--- config.mk ---
export PLATFORM = sky130hd
export DESIGN_NAME = br_pred_pipe
export DESIGN_NICKNAME = d
export VERILOG_FILES = /design/src/rtl/br_pred_pipe.sv
export SDC_FILE = /design/constraint.sdc
export NUM_CORES = 1
export LEC_CHECK = 0
export CORE_MARGIN = 5
export CORE_UTILIZATION = 48
export DETAILED_ROUTE_END_ITERATION = 8
export PLACE_DENSITY = 0.81
export SLEW_MARGIN = 10
export SYNTH_ARGS = -nofsm -noshare
export SYNTH_HDL_FRONTEND = slang
export SYNTH_SLANG_ARGS = --single-unit
--- constraint.sdc ---
create_clock -name clk -period 3.1 [get_ports clk]
set_input_delay 0.62 -clock clk [delete_from_list [all_inputs] [get_ports clk]]
set_output_delay 0.62 -clock clk [all_outputs]
set_load 0.02 [all_outputs]
--- src/rtl/br_pred_pipe.sv ---
// Next-PC / prediction-tracking stage: owns PC_IF, carries BTB predictions to EX, resolves and redirects.
// Optional statistics counters are built when BR_PRED_STAT_EN is defined; otherwise br_cnt/fail_cnt read 0.
module br_pred_pipe #(
  parameter logic [31:0] RESET_PC = 32'h0000_0000,
  parameter int          CNT_W    = 32
) (
  input  logic             clk,
  input  logic             rst,
  input  logic             stall,
  input  logic             find,
  input  logic             jmp,
  input  logic [31:0]      NPC_Pred,
  input  logic             is_br_EX,
  input  logic             br_EX,
  input  logic [31:0]      br_target,
  output logic [31:0]      PC_IF,
  output logic [31:0]      PC_EX,
  output logic             find_EX,
  output logic             jmp_EX,
  output logic [31:0]      NPC_Pred_EX,
  output logic             fail,
  output logic             flush,
  output logic [CNT_W-1:0] br_cnt,
  output logic [CNT_W-1:0] fail_cnt
);

  typedef struct packed {
    logic        vld;
    logic [31:0] pc;
    logic        find;
    logic        jmp;
    logic [31:0] npc;
  } slot_t;

  localparam slot_t BUBBLE = '0;

  logic [31:0] pc_q;
  slot_t       id_q, ex_q;

  assign PC_IF       = pc_q;
  assign PC_EX       = ex_q.pc;
  assign find_EX     = ex_q.find;
  assign jmp_EX      = ex_q.jmp;
  assign NPC_Pred_EX = ex_q.npc;

  // Wrong direction, or taken-as-predicted but to a different target.
  assign fail  = ex_q.vld & ((ex_q.jmp != br_EX) |
                             (ex_q.jmp & br_EX & (ex_q.npc != br_target)));
  assign flush = fail;

  always_ff @(posedge clk) begin
    if (rst) begin
      pc_q <= RESET_PC;
      id_q <= BUBBLE;
      ex_q <= BUBBLE;
    end else if (fail) begin
      pc_q <= br_EX ? br_target : ex_q.pc + 32'd4;
      id_q <= BUBBLE;
      ex_q <= BUBBLE;
    end else if (stall) begin
      ex_q <= BUBBLE;
    end else begin
      pc_q <= NPC_Pred;
      id_q <= '{vld: 1'b1, pc: pc_q, find: find, jmp: jmp, npc: NPC_Pred};
      ex_q <= id_q;
    end
  end

`ifdef BR_PRED_STAT_EN
  logic [CNT_W-1:0] br_q, fail_q;

  // Both counters stick at all-ones until the next reset.
  always_ff @(posedge clk) begin
    if (rst) begin
      br_q   <= '0;
      fail_q <= '0;
    end else begin
      if (ex_q.vld & is_br_EX & ~&br_q) br_q   <= br_q + CNT_W'(1);
      if (fail & ~&fail_q)              fail_q <= fail_q + CNT_W'(1);
    end
  end

  assign br_cnt   = br_q;
  assign fail_cnt = fail_q;
`else
  logic unused_is_br;
  assign unused_is_br = is_br_EX;
  assign br_cnt       = '0;
  assign fail_cnt     = '0;
`endif

endmodule

==> qor.yml, run 1 <==
synth-edff-count: 0
grt_pass1_wl_microns: 33750
holdCritPathClass: "flop to flop"
seqCellArea_sq_um: 3323
num_io_pins: 235
cp.arrival_ns: 2.42
h-tree-depth: 4
antenna_found_initial: 1
cts_buffers: 17
slew_violations: 0
power.density_nw_per_um2: 510.1
gr-total-overflow: 0
fp-row-count: 47
fin_skew_ns: 0.007027
synth-seq-cells: 166
drv_cap: 0
layout-drive-gt1-share_pct: 7.924
firstDrtPassIters: 5
setup_viol: 0
grt_max_degree: 69
status: "complete, no violations"
synthArstFlopShare_pct: 0
wl_per_cell_microns: 18.03
core_area_sq_um: 16410
final_hold_viol_count: 0
period_minus_slack_ns: 3.042
crit_chain: "clkdlybuf4s50_1 -> xor2_1 -> nor4_1 -> nand4_1 -> o21a_2 -> nor2_8 -> inv_2 -> buf_4"
fmax_mhz: 328.8
power_switching_mw: 1.251
yosysMostFrequentCell: "dfxtp_1"
seqPwrFrac_pct: 45.4
path_depth: 8
cp_top_family: "buffers and inverters"
vias: 6096
synth_common_cells: "166 x dfxtp_1, 131 x buf_4, 75 x and2_1"
critPathKind: "primary input to primary output"
die_y_microns: 138.4
grt_usage_pct: 22.26
start_kind: "primary input"
ant_nets: 0
worstMarginPinSlew_ns: 0.7487
ys_seq_area_share_pct: 41.98
crit_path_end_kind: "primary output"
peakVddDrop_mv: 0.3803
synth.top_cell.area_share_pct: 41.98
ctsHoldBuffers: 0
holdWs_ns: 0.4509
final_nets: 1057
clk_latency_ns: 0.42
grt_pass1_vias: 5968
crit_path_top_delay_cell: "clkdlybuf4s50_1"
cts.sink_count: 166
dp_hpwl_microns: 16360
cts_tree: "yes"
gp_congestion: 0.9273
r2r_cells: 7
post-route-util_pct: 59.83
synth.distinct_cells: 41
n_fill_cell: 1365
post_cts_buffers: 0
cp_max_fo: 3
area_delta_synth_final_pct: 24.01
clock_path_buffers: 2
drt-initial-drc-count: 508
synth_area_leader_cell: "dfxtp_1"
die_x_microns: 138.4
portBuffers: 169
cellLeakagePower_nw: 4.103
cpPeakStageDelay_ns: 0.45
switching_share_pct: 24.98
hold_depth: 1
rsz0062_at_grt: "false"
multi_input_area_sq_um: 3616
clkPwrFrac_pct: 42.0
syn_inst: 876
drt_wl_total_microns: 21960
viasPerCell: 5.005
yosysWarnings: 0
cts.clk_slew.worst_paths_ns: 0.06
synth_area_sq_um: 7916
slew_headroom_pct: 50.09
drcViolationCount: 0
clockRootBuffer: "clkbuf_16"
dieArea_sq_um: 19160
required_ns: 2.48
syn_avg_cell_area_sq_um: 9.037
pwr-share-comb_pct: 12.6
fin_crit_sh_pct: 98.12
p_int_mw: 3.757
start_util_pct: 48.25
synth_flop_cell: "dfxtp_1"
cp_num_buf_inv: 3
synthTopCellsByArea: "dfxtp_1 42%, buf_4 12%, mux2i_1 6.3%"
-- worst paths after layout --
check / slack, ns / from / endpoint
min: 0.45 / id_q[6]$_SDFFE_PP0N_ / NPC_Pred_EX[6]$_SDFF_PP0_
min reg2reg: 0.45 / id_q[6]$_SDFFE_PP0N_ / NPC_Pred_EX[6]$_SDFF_PP0_
max reg2reg: 0.63 / PC_EX[3]$_SDFF_PP0_ / PC_IF[30]$_SDFFE_PP0P_
max: 0.06 / br_target[12] / fail
-- flip-flops by register name, summed over array words and instances (netlist names) --
signal and cells:
PC_EX 32, id_q 67, find_EX 1, PC_IF 32, ex_q 1, NPC_Pred_EX 32
jmp_EX 1
-- area by class of cell --
cell class,instances,share of cell area [%]
multi-input combinational,590,36.83
sequential,166,33.85
timing repair buffer,201,20.19
clock buffer,24,5.009
tap,220,2.804
clock inverter,8,0.9814
inverter,8,0.3059
antenna,1,0.02549
-- worst register-to-register path, delay by kind of cell (launching register included) --
kind | cells | cell delay (ns)
compound gates | 1 | 0.13
xor+xnor | 1 | 0.24
fa+ha+maj | 1 | 0.30
flops | 1 | 0.43
mux | 1 | 0.30
simple gates | 3 | 0.97
-- cell families after synthesis --
group | Yosys count | synth area share (%)
flip-flops | 166 | 41.98
buffers and inverters | 183 | 15.57
adder cells (fa/ha/maj) | 2 | 0.3161
other | 1 | 0.04737
XOR/XNOR | 59 | 6.528
AND/OR/NAND/NOR | 299 | 19.99
AO/OA/AOI/OAI | 115 | 9.104
multiplexers | 51 | 6.464
-- metal layers --
metal / vias up / routed length (microns) / GRT usage (%)
li1: 2949 / - / -
met1: 2832 / 9253 / 28.64
met2: 273 / 10450 / 36.49
met3: 42 / 1574 / 5.249
met4: 0 / 682 / 8.372
met5: - / 0 / 0
-- stage by stage --
stage	worst slack, ns	TNS (ns)	area [sq um]	cells	power (mW)
floorplan	0.3783	0	8153	939	2.738
global route	0.004377	0	9817	1218	5.178
detailed placement	-0.4127	-1.800	9198	1185	2.944
global placement	-0.3875	-0.7944	9198	1185	2.932
CTS	0.01170	0	9777	1217	5.024
finish	0.05835	0	9817	1218	5.008
-- placed cells by master (no fill, tap or decap), types with 2 or more instances in the layout --
cell,instances
nand3_2,2
clkbuf_1,3
nor3_1,11
xnor2_1,14
buf_12,3
clkbuf_16,17
nand2b_1,14
a221oi_1,11
ha_1,2
nand4_1,12
clkbuf_8,4
nor2_1,67
and3_1,2
and2_1,75
mux2i_1,50
a311oi_1,2
o21ai_0,20
inv_1,7
dfxtp_1,166
nor2b_1,19
nand2_1,57
a21oi_1,49
nor3_2,2
and4_1,4
clkdlybuf4s50_1,158
o21a_1,11
nand3_1,16
a211oi_1,13
conb_1,64
o221ai_1,3
nor4_1,12
clkinv_2,4
dlymetal6s2s_1,8
nor4_2,2
bufinv_16,2
buf_4,32
xor2_1,45
-- power by group through the flow --
stage | registers [mW] | clock network, mW | logic, mW
final | 2.27 | 2.10 | 0.632
after global routing | 2.28 | 2.22 | 0.676
after CTS | 2.27 | 2.12 | 0.627
after detailed placement | 2.32 | 0 | 0.624
after global placement | 2.32 | 0 | 0.615
after floorplan | 2.34 | 0 | 0.403
-- repair_timing --
action,CTS,global route
resized for setup,9,13
pin swaps,3,5
endpoints found under the setup margin,2,2
Note: power is estimated with default switching activity, not from simulation.
==> run 2: changes to the inputs <==
Settings changed: CORE_UTILIZATION 48 to 51, PLACE_DENSITY 0.81 to 0.86.
Clock period 3.1 ns to 3.83 ns, I/O delays scaled along.
==> run 2 against run 1 <==
Compared with the run above: register-to-register slack improved by 0.69 ns; global-route usage grew 1.2 points; clock power decreased by 8%.
==> qor.yml, run 2 (same netlist as run 1, synthesis figures left out) <==
cts.sink_count: 166
met2_usage_pct: 37.79
ctsHoldBuffers: 0
required_ns: 3.06
portBuffers: 169
clk_latency_ns: 0.43
grt_pass1_wl_microns: 33040
final_cell_mix: "166 x dfxtp_1, 166 x clkdlybuf4s50_1, 75 x and2_1"
wl_per_cell_microns: 18.42
grt_pass1_vias: 5986
holdWs_ns: 0.4509
hp-start: "id_q[45]$_SDFFE_PP0N_"
slew_violations: 0
startpoint: "br_target[16]"
cts_buffers: 17
final_hold_viol_count: 0
status: "complete, no violations"
cp.arrival_ns: 2.85
cp_max_fo: 3
drt_wl_total_microns: 21630
busiest_layer: "met2"
vias: 6203
holdCritPathClass: "flop to flop"
power.density_nw_per_um2: 439.9
crit_chain: "clkdlybuf4s50_1 -> xor2_1 -> nor4_2 -> buf_4 -> nand4_1 -> o21a_1 -> nor2_8 -> inv_1 -> dlygate4sd2_1"
n_fill_cell: 1208
h-tree-depth: 4
cpPeakStageDelay_ns: 0.47
fin_crit_sh_pct: 94.42
clockRootBuffer: "clkbuf_16"
gp_congestion: 0.9309
fmax_mhz: 276.5
final_nets: 1046
worstReg2RegStart: "NPC_Pred_EX[16]$_SDFF_PP0_"
firstDrtPassIters: 5
stdcell_count: 1174
layout-drive-gt1-share_pct: 6.599
crit_path_end_kind: "primary output"
gr-total-overflow: 0
worstMarginPinSlew_ns: 1.102
ant_nets: 0
cp_top_family: "buffers and inverters"
placedCellCount: 1142
drt-initial-drc-count: 454
met3_usage_pct: 5.514
setup_tns_ns: 0
die_x_microns: 134.6
critPathKind: "primary input to primary output"
fp-row-count: 45
drcViolationCount: 0
die_y_microns: 134.6
core_area_sq_um: 15200
setup_viol: 0
dp_hpwl_microns: 15570
cts_tree: "yes"
start_kind: "primary input"
viasPerCell: 5.284
met1_usage_pct: 29.88
r2r_slack_ns: 1.32
period_minus_slack_ns: 3.616
peakVddDrop_mv: 0.3103
antenna_found_initial: 1
rsz0062_at_grt: "false"
area_delta_synth_final_pct: 22.81
cp_num_buf_inv: 4
start_util_pct: 52.07
cellLeakagePower_nw: 3.999
drv_cap: 0
grt_max_degree: 97
num_io_pins: 235
dieArea_sq_um: 18110
grt_usage_pct: 23.45
slew_headroom_pct: 26.56
fin_skew_ns: 0.009872
largest_reg_flops: 67
regMostFlops: "id_q"
clock_path_buffers: 2
crit_path_top_delay_cell: "clkdlybuf4s50_1"
cts.clk_slew.worst_paths_ns: 0.06
==> run 2: cell count changes in the layout (fill, tap and decap cells not counted), moves of 4 or more <==
cell,before,now
buf_4,32,22
clkdlybuf4s50_1,158,166
dlymetal6s2s_1,8,0
bufinv_16,2,6
==> run 2: where the power goes <==
group	internal (mW)	switching, mW	leakage (nW)
Sequential	1.79	0.0463	1.35
Combinational	0.211	0.287	2.32
Clock	1.25	0.684	0.321
==> run 2: worst register-to-register path, cell delays in order, from the launching register on <==
cell,delay (ns)
dfxtp_1,0.33
xor2_1,0.18
nor4_2,0.33
buf_4,0.17
nand4_1,0.11
o21a_1,0.29
buf_4,0.21
nor4_4,0.25
buf_4,0.37
and2_1,0.21
==> run 2: repair_timing <==
action | 4_1_cts | 5_1_grt
resized for setup | 3 | 0
setup endpoints to repair | 2 | 0
setup buffers | 0 | 0
==> run 2: path summary, 6_finish.rpt <==
path | endpoint | cells after the start
setup / recovery | fail | 9
hold reg to reg | PC_EX[11]$_SDFF_PP0_ | 1
hold / removal | PC_EX[11]$_SDFF_PP0_ | 1
setup reg to reg | NPC_Pred_EX[11]$_SDFF_PP0_ | 9
==> run 2: metrics by stage <==
step	instance area (sq um)	power (mW)	utilization, %	setup WS [ns]
after floorplan	8153	2.216	-	0.8163
after global placement	9037	2.358	59.45	-0.02157
after detailed placement	9037	2.367	59.45	-0.05923
after CTS	9719	4.287	63.93	0.1987
after global routing	9722	4.408	63.95	0.05784
final	9722	4.277	63.95	0.2138
==> run 2: area by class of cell <==
type	instances	area [sq um]	share of cell area, %
clock inverter	12	225.2	2.317
tap	188	235.2	2.420
antenna	1	2.502	0.02574
clock buffer	19	452.9	4.659
timing repair buffer	190	1844	18.97
multi-input combinational	590	3608	37.12
sequential	166	3323	34.18
inverter	8	30.03	0.3089
==> run 2: routing by layer <==
metal / share of wire, % / routed length (microns)
met1: 41 / 8941
met2: 48 / 10280
met4: 3.6 / 776
met3: 7.5 / 1628
met5: 0 / 0
